**src/rtl/hall_call_collector.sv**
```systemverilog
// Hall call front end: synchronise and debounce landing buttons, latch pending calls,
// clear them when a lift serves the landing, and stream new calls to the arbiter.

module hall_call_debounce #(
  parameter int DEBOUNCE_CYCLES = 4
) (
  input  logic clk,
  input  logic reset,
  input  logic raw,
  output logic accept
);
  localparam int CW = $clog2(DEBOUNCE_CYCLES + 1);
  localparam logic [CW-1:0] CNT_MAX  = CW'(DEBOUNCE_CYCLES);
  localparam logic [CW-1:0] CNT_LAST = CW'(DEBOUNCE_CYCLES - 1);

  logic          sync1_q, sync1_d, sync2_q, sync2_d, armed_q, armed_d;
  logic [CW-1:0] cnt_q, cnt_d;

  always_comb begin
    sync1_d = raw;
    sync2_d = sync1_q;
    cnt_d   = cnt_q;
    armed_d = armed_q;
    accept  = 1'b0;
    if (!sync2_q) begin
      cnt_d   = '0;
      armed_d = 1'b1;
    end else begin
      if (cnt_q != CNT_MAX) cnt_d = cnt_q + 1'b1;
      // fire on the edge the count reaches the threshold; armed blocks repeats while held
      if (armed_q && cnt_q == CNT_LAST) begin
        accept  = 1'b1;
        armed_d = 1'b0;
      end
    end
  end

  always_ff @(posedge clk or negedge reset) begin
    if (!reset) begin
      sync1_q <= 1'b0;
      sync2_q <= 1'b0;
      cnt_q   <= '0;
      armed_q <= 1'b0;
    end else begin
      sync1_q <= sync1_d;
      sync2_q <= sync2_d;
      cnt_q   <= cnt_d;
      armed_q <= armed_d;
    end
  end
endmodule

module hall_call_collector #(
  parameter int N_FLOORS        = 12,
  parameter int N_LIFTS         = 10,
  parameter int DEBOUNCE_CYCLES = 4
) (
  input  logic                          clk,
  input  logic                          reset,
  input  logic [N_FLOORS-1:0]           btn_up,
  input  logic [N_FLOORS-1:0]           btn_dn,
  input  logic [N_LIFTS-1:0]            door_open,
  input  logic [N_LIFTS-1:0]            direction,
  input  logic [N_LIFTS*N_FLOORS-1:0]   floor_sense,
  output logic [N_FLOORS-1:0]           hall_up_pending,
  output logic [N_FLOORS-1:0]           hall_dn_pending,
  output logic                          call_valid,
  output logic [$clog2(N_FLOORS)-1:0]   call_floor,
  output logic                          call_dir,
  input  logic                          call_ready
);
  localparam int NS = 2 * N_FLOORS;
  localparam int SW = $clog2(NS);
  localparam int FW = $clog2(N_FLOORS);
  // slots: up0..upN-1 then dn0..dnN-1; up at top and down at bottom do not exist
  localparam logic [NS-1:0] SLOT_MASK = ~((NS'(1) << (N_FLOORS - 1)) | (NS'(1) << N_FLOORS));

  typedef enum logic {IDLE, OFFER} state_t;

  logic [NS-1:0] raw_slot, acc, acc_m, clr;
  logic [NS-1:0] pend_q, pend_d, new_q, new_d;
  state_t        state_q, state_d;
  logic [SW-1:0] ptr_q, ptr_d, slot_q, slot_d, hit_slot;
  logic [FW-1:0] floor_q, floor_d, hit_floor;
  logic          valid_q, valid_d, dir_q, dir_d, hit_up, found, hs;

  assign raw_slot = {btn_dn, btn_up};
  assign acc_m    = acc & SLOT_MASK;

  for (genvar s = 0; s < NS; s++) begin : g_db
    hall_call_debounce #(.DEBOUNCE_CYCLES(DEBOUNCE_CYCLES)) u_db (
      .clk    (clk),
      .reset  (reset),
      .raw    (raw_slot[s]),
      .accept (acc[s])
    );
  end

  always_comb begin
    clr = '0;
    for (int i = 0; i < N_LIFTS; i++)
      for (int f = 0; f < N_FLOORS; f++)
        if (door_open[i] && floor_sense[i*N_FLOORS + f]) begin
          if (direction[i]) clr[f] = 1'b1;
          else              clr[N_FLOORS + f] = 1'b1;
        end
  end

  // round-robin search for the first new call at or after ptr
  always_comb begin
    int idx;
    found     = 1'b0;
    hit_slot  = '0;
    hit_floor = '0;
    hit_up    = 1'b0;
    for (int k = 0; k < NS; k++) begin
      idx = int'(ptr_q) + k;
      if (idx >= NS) idx = idx - NS;
      if (!found && new_q[idx]) begin
        found     = 1'b1;
        hit_slot  = SW'(idx);
        hit_up    = (idx < N_FLOORS);
        hit_floor = (idx >= N_FLOORS) ? FW'(idx - N_FLOORS) : FW'(idx);
      end
    end
  end

  always_comb begin
    state_d = state_q;
    ptr_d   = ptr_q;
    slot_d  = slot_q;
    valid_d = valid_q;
    floor_d = floor_q;
    dir_d   = dir_q;
    hs      = 1'b0;
    case (state_q)
      IDLE: if (found) begin
        slot_d  = hit_slot;
        floor_d = hit_floor;
        dir_d   = hit_up;
        valid_d = 1'b1;
        state_d = OFFER;
      end
      OFFER: if (call_ready) begin
        hs      = 1'b1;
        valid_d = 1'b0;
        ptr_d   = (slot_q == SW'(NS - 1)) ? '0 : slot_q + 1'b1;
        state_d = IDLE;
      end
      default: state_d = IDLE;
    endcase
  end

  // service clear dominates a same-cycle press; a repeat press of a lit call is not re-offered
  always_comb begin
    pend_d = (pend_q | acc_m) & ~clr;
    new_d  = (new_q | (acc_m & ~pend_q)) & ~clr;
    if (hs) new_d[slot_q] = 1'b0;
  end

  always_ff @(posedge clk or negedge reset) begin
    if (!reset) begin
      state_q <= IDLE;
      ptr_q   <= '0;
      slot_q  <= '0;
      valid_q <= 1'b0;
      floor_q <= '0;
      dir_q   <= 1'b0;
      pend_q  <= '0;
      new_q   <= '0;
    end else begin
      state_q <= state_d;
      ptr_q   <= ptr_d;
      slot_q  <= slot_d;
      valid_q <= valid_d;
      floor_q <= floor_d;
      dir_q   <= dir_d;
      pend_q  <= pend_d;
      new_q   <= new_d;
    end
  end

  assign hall_up_pending = pend_q[N_FLOORS-1:0];
  assign hall_dn_pending = pend_q[NS-1:N_FLOORS];
  assign call_valid      = valid_q;
  assign call_floor      = floor_q;
  assign call_dir        = dir_q;
endmodule

```
**config.mk**
```make
export PLATFORM = sky130hd
export DESIGN_NAME = hall_call_collector
export DESIGN_NICKNAME = d
export VERILOG_FILES = /design/src/rtl/hall_call_collector.sv
export SDC_FILE = /design/constraint.sdc
export NUM_CORES = 1
export LEC_CHECK = 0
export CORE_ASPECT_RATIO = 1.1
export CORE_UTILIZATION = 45
export CTS_CLUSTER_DIAMETER = 150
export DETAILED_ROUTE_END_ITERATION = 8
export PLACE_DENSITY_LB_ADDON = 0.15
export SLEW_MARGIN = 10
export SYNTH_ARGS = -nofsm -noshare
export SYNTH_HDL_FRONTEND = slang
export SYNTH_SLANG_ARGS = --single-unit
```
**constraint.sdc**
```tcl
create_clock -name clk -period 6.2 [get_ports clk]
set_input_delay 0.93 -clock clk [delete_from_list [all_inputs] [get_ports clk]]
set_output_delay 0.93 -clock clk [all_outputs]
set_load 0.02 [all_outputs]
```
==> results.ini, run 1 <==
[run_status]
outcome=complete, no violations

[routing]
wl_um=73500
dr_total_vias=18393
ant_nets=0
drc=0
drtPass1Iterations=6
viasPerCell=6.29
drt_iter0_drc=1478
wl_per_cell_um=25.1

[clock_network]
cts_sinks=195
cts_resized=0
post_cts_buffers=0
clkTransAtPathRegs_ns=0.07
cts_max_level=4
clock_latency_ns=0.46
cts-hold-fix-buffers=0
cts_tree=done
clockBufferDepth=2
cts_buffers=17
cts-root-buf=clkbuf_16

[timing]
rsz0062_at_grt=no
fin_worst_skew_ns=0.00998
drv_slew=0
finalSetupTns_ns=0
fin_crit_ns=5.70
fin_crit_sh_pct=91.9
setup_viol_count_final=0
tightest_slew_ns=1.20
fmaxAchievable_mhz=175
max_slew_margin_pct=19.7
hold_viol=0

[critical_path]
start_kind=flop
cp_data_required_time_ns=6.55
crit_type=flop to flop
slowest_delay_ns=0.57
end_kind=flop
cpMostUsedCell=buf_4
slowest_stage=dfrtp_1
crit_chain=inv_1, buf_4, ha_1, a21boi_0, xnor2_1, ha_1, nand4b_1, o31ai_1, mux2i_1, mux2i_1, o21a_1, nand4bb_2, or3b_2, nor2_1, buf_4, a22o_1, nand3_1, o21ai_0, buf_4, nand2_1
path_buf_inv=4
path_max_fanout=8
path_delay_family=compound AO/OA/AOI/OAI gates
arrival_ns=6.05

[logic_synthesis]
async_flop_share_pct=100
syn_area_um2=18200
yosys_most_used_dff=dfrtp_1
avgSynthCellArea_um2=8.68
ys_seq_area_share_pct=26.8
synth_edf_count=0
syn-num-nets=2421
yosysWarningCount=0
synthDistinctLibCells=102
ys_ff_latch=195
synthCells=2096

[cells_and_area]
multi_input_area_um2=12100
stdcell_area_um2=22300
utilization_pct=56.5
stdcell_count=2925
n_antenna_cell=0
drive_gt1_share_pct=13.2
syn_to_final_growth_pct=22.6
fill_cells=3607
seqCellArea_um2=4880
nets=2732

[global_route]
grt_pass1_vias=18198
grt_max_degree=104
grt_use_total_pct=35.9
antenna_found_initial=0
grt_overflow=0
grt_first_pass_wirelength_um=110000

[placed_design]
hpwl_um=60400
dp_cells=2895
port_buffers=194
place.gp.congestion=1.06
place_area_um2=21700

[floorplanning]
num_io_pins=197
die-area_um2=41200
row_count=76
core_um2=39500
die_h_um=213
die_x_um=194
start_util_pct=46.1

[min_path]
min_path_type=flop to flop

[run]
maxCapViolations=0

-- cell usage in the layout (no fill, tap or decap), types with 54 or more instances in the layout --
| master | count |
|---|---|
| a21boi_0 | 71 |
| a21oi_1 | 84 |
| and2_1 | 54 |
| buf_4 | 176 |
| clkdlybuf4s50_1 | 193 |
| dfrtp_1 | 194 |
| ha_1 | 157 |
| inv_1 | 206 |
| mux2i_1 | 69 |
| nand2_1 | 166 |
| nand3_1 | 84 |
| nor2_1 | 105 |
| o21ai_0 | 87 |
| xnor2_1 | 63 |
-- worst reg2reg max path, stage by stage, from the launching register on --
cell	delay [ns]
dfrtp_1	0.57
inv_1	0.16
buf_4	0.26
ha_1	0.41
a21boi_0	0.37
xnor2_1	0.22
ha_1	0.23
nand4b_1	0.15
o31ai_1	0.41
mux2i_1	0.45
mux2i_1	0.24
o21a_1	0.23
nand4bb_2	0.24
or3b_2	0.55
nor2_1	0.23
buf_4	0.15
a22o_1	0.15
nand3_1	0.07
o21ai_0	0.28
buf_4	0.17
nand2_1	0.04
-- through the flow --
stage	setup slack (ns)	hold slack [ns]
6_report	0.500	0.347
4_1_cts	0.610	0.349
3_5_place_dp	0.618	0.336
5_1_grt	0.235	0.355
3_3_place_gp	0.627	0.333
2_1_floorplan	0.561	0.331
-- state kept, by name (all words and copies together), names as in the netlist, 2 cells and up --
| signal | count |
|---|---|
| g_db.u_db.armed_q | 22 |
| pend_q | 24 |
| g_db.u_db.sync1_q | 22 |
| g_db.u_db.cnt_q | 66 |
| new_q | 24 |
| call_floor | 2 |
| ptr_q | 5 |
| g_db.u_db.sync2_q | 22 |
| slot_q | 5 |
-- cell usage after synthesis (52+ instances only) --
library cell,n,area [µm²]
o21ai_0,87,435
nand3_1,84,420
and2_1,54,338
a21oi_1,84,420
a21boi_0,71,533
a221oi_1,52,455
nor2_1,105,394
ha_1,157,1960
nand2_1,166,623
mux2i_1,69,691
inv_1,206,773
xnor2_1,63,552
dfrtp_1,195,4880
-- layout make-up --
| cell class | instances | share of cell area, % |
|---|---|---|
| multi-input combinational | 1609 | 54.3 |
| sequential | 195 | 21.9 |
| timing repair buffer | 373 | 14.9 |
| inverter | 211 | 3.55 |
| tap | 507 | 2.84 |
| clock buffer | 20 | 2.00 |
| clock inverter | 10 | 0.455 |
-- routing by layer --
| metal | vias up | track usage (%) | part of all wire, % |
|---|---|---|---|
| met2 | 799 | 63.4 | 49 |
| met1 | 8970 | 40.4 | 38 |
| met3 | 196 | 5.43 | 6.1 |
| li1 | 8428 | - | - |
| met5 | - | 0 | 0 |
| met4 | 0 | 23.8 | 7.1 |
-- cells by family (layout without fill, tap and decap cells) --
family,Yosys count,after routing,share of synthesized area [%]
buffers and inverters,292,614,6.55
xor gates and xnor gates,74,74,3.96
adders and majority gates,158,158,10.9
DFF,195,195,26.8
muxes,116,116,7.82
and+or+nand+nor,617,617,17.7
AOI/OAI and AO/OA,644,644,26.2
-- worst paths after layout --
kind / start / endpoint / slack (ns) / cells after the start
min in group asynchronous: reset / g_db[23].u_db.sync1_q / 0.52 / 1
hold / removal: g_db[8].u_db.sync1_q / g_db[8].u_db.sync2_q / 0.35 / 0
hold reg to reg: g_db[8].u_db.sync1_q / g_db[8].u_db.sync2_q / 0.35 / 0
setup reg to reg: ptr_q[3] / call_floor[2] / 0.50 / 20
setup / recovery: ptr_q[3] / call_floor[2] / 0.50 / 20
max in group asynchronous: reset / ptr_q[0] / 4.29 / 2
Power of run 1 is not shown: default switching activity piles up to over one toggle a cycle in this logic, so the estimate is an artifact.
==> inputs of run 2 (changes only) <==
--- a/config.mk
+++ b/config.mk
@@ -10,6 +10,7 @@
 export CTS_CLUSTER_DIAMETER = 150
 export DETAILED_ROUTE_END_ITERATION = 8
 export PLACE_DENSITY_LB_ADDON = 0.15
+export REMOVE_ABC_BUFFERS = 1
 export SLEW_MARGIN = 10
 export SYNTH_ARGS = -nofsm -noshare
 export SYNTH_HDL_FRONTEND = slang
==> results.ini, run 2 (synthesis gave the netlist of run 1 again) <==
[run_status]
outcome=complete, no violations  ; unchanged

[critical_path]
r2r_setup_slack_ns=0.45  ; was 0.50 ns
crit_type=flop to flop  ; unchanged
cp_data_required_time_ns=6.52  ; was 6.55 ns
path_buf_inv=3  ; was 4
crit_chain=ha_1, buf_4, a21boi_0, nor2_1, nand2_1, ha_1, inv_1, or3_1, o221ai_1, mux2i_1, mux2i_1, and2_1, and3b_1, and3_1, a211oi_1, buf_4, o2111a_1, a21oi_1  ; was inv_1, buf_4, ha_1, a21boi_0, xnor2_1, ha_1, nand4b_1, o31ai_1, mux2i_1, mux2i_1, o21a_1, nand4bb_2, or3b_2, nor2_1, buf_4, a22o_1, nand3_1, o21ai_0, buf_4, nand2_1
slowest_stage=o221ai_1  ; was dfrtp_1
slowest_delay_ns=0.53  ; was 0.57 ns
path_max_fanout=9  ; was 8
start_kind=flop  ; unchanged
arrival_ns=6.07  ; was 6.05 ns
path_delay_family=compound AO/OA/AOI/OAI gates  ; unchanged
end_kind=flop  ; unchanged

[timing]
fmaxAchievable_mhz=174  ; was 175 MHz
fin_crit_sh_pct=92.7  ; was 91.9%
fin_worst_skew_ns=0.0144  ; was 0.00998 ns
setup_ws_ns=0.452  ; was 0.500 ns
timing.hold.ws_ns=0.350  ; was 0.347 ns
hold_viol=0  ; unchanged
max_slew_margin_pct=21.8  ; was 19.7%
fin_crit_ns=5.75  ; was 5.70 ns
setup_viol_count_final=0  ; unchanged
rsz0062_at_grt=no  ; unchanged
tightest_slew_ns=1.17  ; was 1.20 ns
drv_slew=0  ; unchanged

[placed_design]
place_ws_ns=0.693  ; was 0.618 ns
place.gp.congestion=1.07  ; was 1.06
dp_cells=2907  ; was 2895
hpwl_um=61500  ; was 60400 µm
port_buffers=194  ; unchanged

[floorplanning]
core_um2=39500  ; unchanged
die_x_um=194  ; unchanged
die_h_um=213  ; unchanged
row_count=76  ; unchanged
start_util_pct=46.1  ; unchanged
num_io_pins=197  ; unchanged
die-area_um2=41200  ; unchanged

[global_route]
grt_first_pass_wirelength_um=110000  ; about the same
grt_use_total_pct=35.7  ; was 35.9%
antenna_found_initial=1  ; was 0
grt_overflow=0  ; unchanged
grt_max_degree=86  ; was 104
grt_pass1_vias=18317  ; was 18198

[cells_and_area]
nets=2744  ; was 2732
regMostFlops=g_db.u_db.cnt_q  ; unchanged
drive_gt1_share_pct=13.8  ; was 13.2%
seqCellArea_um2=4880  ; unchanged
largest_reg_flops=66  ; unchanged
utilization_pct=56.8  ; was 56.5%
syn_to_final_growth_pct=23.4  ; was 22.6%
fill_cells=3603  ; was 3607
stdcell_count=2939  ; was 2925
final_cell_mix=inv_1, dfrtp_1, clkdlybuf4s50_1  ; unchanged
multi_input_area_um2=12100  ; unchanged
n_antenna_cell=0  ; unchanged
top_regs=g_db.u_db.cnt_q (66), new_q (24), pend_q (24)  ; unchanged
mostFrequentLayoutCell=inv_1  ; unchanged

[clock_network]
cts_max_level=4  ; unchanged
clock_latency_ns=0.44  ; was 0.46 ns
cts-hold-fix-buffers=0  ; unchanged
cts_resized=0  ; unchanged
cts_buffers=17  ; unchanged
cts_sinks=195  ; unchanged
post_cts_buffers=0  ; unchanged
clkTransAtPathRegs_ns=0.07  ; about the same
clockBufferDepth=2  ; unchanged
cts-root-buf=clkbuf_16  ; unchanged
cts_tree=done  ; unchanged

[run]
maxCapViolations=0  ; unchanged

[routing]
viasPerCell=6.21  ; was 6.29
wl_per_cell_um=25.1  ; about the same
ant_nets=0  ; unchanged
drt_iter0_drc=1325  ; was 1478
dr_total_vias=18265  ; was 18393
wl_um=73800  ; was 73500 µm
drc=0  ; unchanged
drtPass1Iterations=5  ; was 6

[min_path]
min_path_type=flop to flop  ; unchanged

-- run 2: changes by cell type in the layout (fill, tap and decap cells not counted), moves of 2 or more --
cell | previous run | this run
inv_6 | 3 | 1
clkbuf_1 | 2 | 0
inv_8 | 0 | 5
buf_12 | 3 | 5
buf_4 | 176 | 186
-- run 2: per-stage QoR --
step	area (µm²)	TNS, ns
global placement	21900	0
finish	22400	0
detailed placement	21900	0
floorplan	17800	-0.0334
CTS	22400	0
global route	22400	0
-- run 2: worst reg2reg max path: cells and delay by family (launching register included) --
| kind | cells | cell delay (ns) |
|---|---|---|
| flops | 1 | 0.51 |
| compound gates | 5 | 1.68 |
| buf+inv | 3 | 0.60 |
| mux | 2 | 0.51 |
| simple gates | 6 | 1.58 |
| fa+ha+maj | 2 | 0.76 |
-- run 2: area by class of cell --
class,instances,share of cell area (%)
Sequential cell,195,21.8
Tap cell,507,2.83
Inverter,211,3.53
Timing Repair Buffer,385,15.3
Clock inverter,13,0.519
Multi-Input combinational cell,1609,54.0
Clock buffer,19,2.02
-- run 2: path summary, 6_finish.rpt --
check,cells past startpoint,from,endpoint
worst max-delay path,18,ptr_q[2],slot_q[4]
worst min-delay path,0,g_db[2].u_db.sync1_q,g_db[2].u_db.sync2_q
worst max register to register,18,ptr_q[2],slot_q[4]
worst min register to register,0,g_db[2].u_db.sync1_q,g_db[2].u_db.sync2_q
max in group asynchronous,2,reset,g_db[5].u_db.cnt_q[1]
min in group asynchronous,1,reset,g_db[18].u_db.sync1_q
-- run 2: routing by layer --
metal	GRT usage (%)	vias to the layer above	routed length, µm
li1	-	8455	-
met1	38.6	8838	27800
met2	65.1	764	36700
met3	4.42	208	3760
met4	25.2	0	5610
met5	0	-	0
Power of run 2 is left out for the same reason.
==> RTL edit (flow settings as in run 2) <==
Reset style: synchronous (`reset`), changed in 2 clocked blocks.
--- a/src/rtl/hall_call_collector.sv
+++ b/src/rtl/hall_call_collector.sv
@@ -36,5 +36,5 @@
   end
 
-  always_ff @(posedge clk or negedge reset) begin
+  always_ff @(posedge clk) begin
     if (!reset) begin
       sync1_q <= 1'b0;
@@ -159,5 +159,5 @@
   end
 
-  always_ff @(posedge clk or negedge reset) begin
+  always_ff @(posedge clk) begin
     if (!reset) begin
       state_q <= IDLE;
Check against the original RTL: same outputs for any inputs over 4 cycles, from zero or initial values and one cycle with reset low; that may be too few to reach the edited logic, so the function may still have changed.
==> RTL edit against run 2 <==
Final area fell by 3.8%; worst hold slack improved by 0.086 ns; area after synthesis fell by 3.6%; sequential cell count did not move; utilization fell by 0.48 points; global-route usage fell by 0.21 points; routed wire length fell by 4.5%; setup slack improved by 0.057 ns; critical path type unchanged; largest cell class unchanged; highest routed layer unchanged.
==> RTL edit: results (changes against run 2) <==
| Metric | Value |
|---|---|
| Status | `finished, final reports clean` |
| Area contributors post-synth | `dfxtp_1 22%, ha_1 11%, nand2_1 5.0%` |
| Comb_multi_in | `1719 (+6.8%)` |
| FFs w/ async S/R, synth | `0 (-1.00)` |
| Reg2Reg Depth | `26 (+8)` |
| Clock Latency Late Sink | `0.46 ns (+0.02 ns)` |
| Pre-CTS WS | `0.687 ns (-0.00632 ns)` |
| Hold Crit Endpoint | `g_db[3].u_db.sync2_q` |
| Area of the mapped netlist | `0.0175 sq mm (-3.6%)` |
| Dpl cells | `2948 (+1.4%)` |
| R2r setup slk | `0.51 ns (+0.06 ns)` |
| Drt first-iter violations | `1495 (+13%)` |
| Critical path's largest stage delay | `0.57 ns (+0.04 ns)` |
| Syn_area_per_cell | `8.01 sq um (-7.7%)` |
| Reg2Reg Launch Point | `ptr_q[2]` |
| Share of post-route cells with drive strength above 1 | `0.133 (-0.00509)` |
| DR vias/cell | `6.22 (about the same)` |
| CP top delay family | `buffers and inverters` |
| Signal buf overhead | `0.149 (-0.00420)` |
| Number of non-clock buffers | `358 (-7.0%)` |
| Area post-placement | `0.0209 sq mm (-4.2%)` |
| Routability congestion estimate | `1.05 (-2.3%)` |
| Synth Flop Type | `dfxtp_1` |
| Min Tclk post-route | `5.69 ns (-0.0570 ns)` |
| Multi-input logic area | `0.0125 sq mm (+3.4%)` |
| Layout clock area frac | `0.0292 (+0.00384)` |
| Vias in the first global route | `18456 (+0.76%)` |
| Multiplexer share of the synthesized area | `0.0871 (+0.00886)` |
| Worst Path Max Fanout | `14 (+5)` |
| Worst-Margin Slew | `0.879 ns (-0.292 ns)` |
-- RTL edit: cell count changes in the layout (fill, tap and decap cells not counted), sizes merged, moves of 32 or more --
cell / change
a21oi: +33
and3: -32
dfrtp: -195
dfxtp: +195
nand2: +69
nor2: +38
-- RTL edit: worst max path at each step --
stage / cells after the start / start / endpoint
finish: 26 / ptr_q[2] / slot_q[0]
global route: 26 / ptr_q[2] / slot_q[0]
CTS: 26 / ptr_q[2] / slot_q[0]
detailed placement: 26 / ptr_q[2] / slot_q[0]
global placement: 26 / ptr_q[2] / slot_q[0]
floorplan: 20 / ptr_q[2] / slot_q[3]
-- RTL edit: per-stage QoR --
step                power, W  setup TNS, ns
floorplan            0.00429          -5.61
global placement     0.00620              0
detailed placement   0.00624              0
CTS                  0.00742              0
global route         0.00792              0
finish               0.00751              0
-- RTL edit: metal layers --
metal  GRT usage  share of wire
met5           0              0
met4       0.244          0.075
met3      0.0632          0.067
met2       0.617           0.48
met1       0.390           0.37
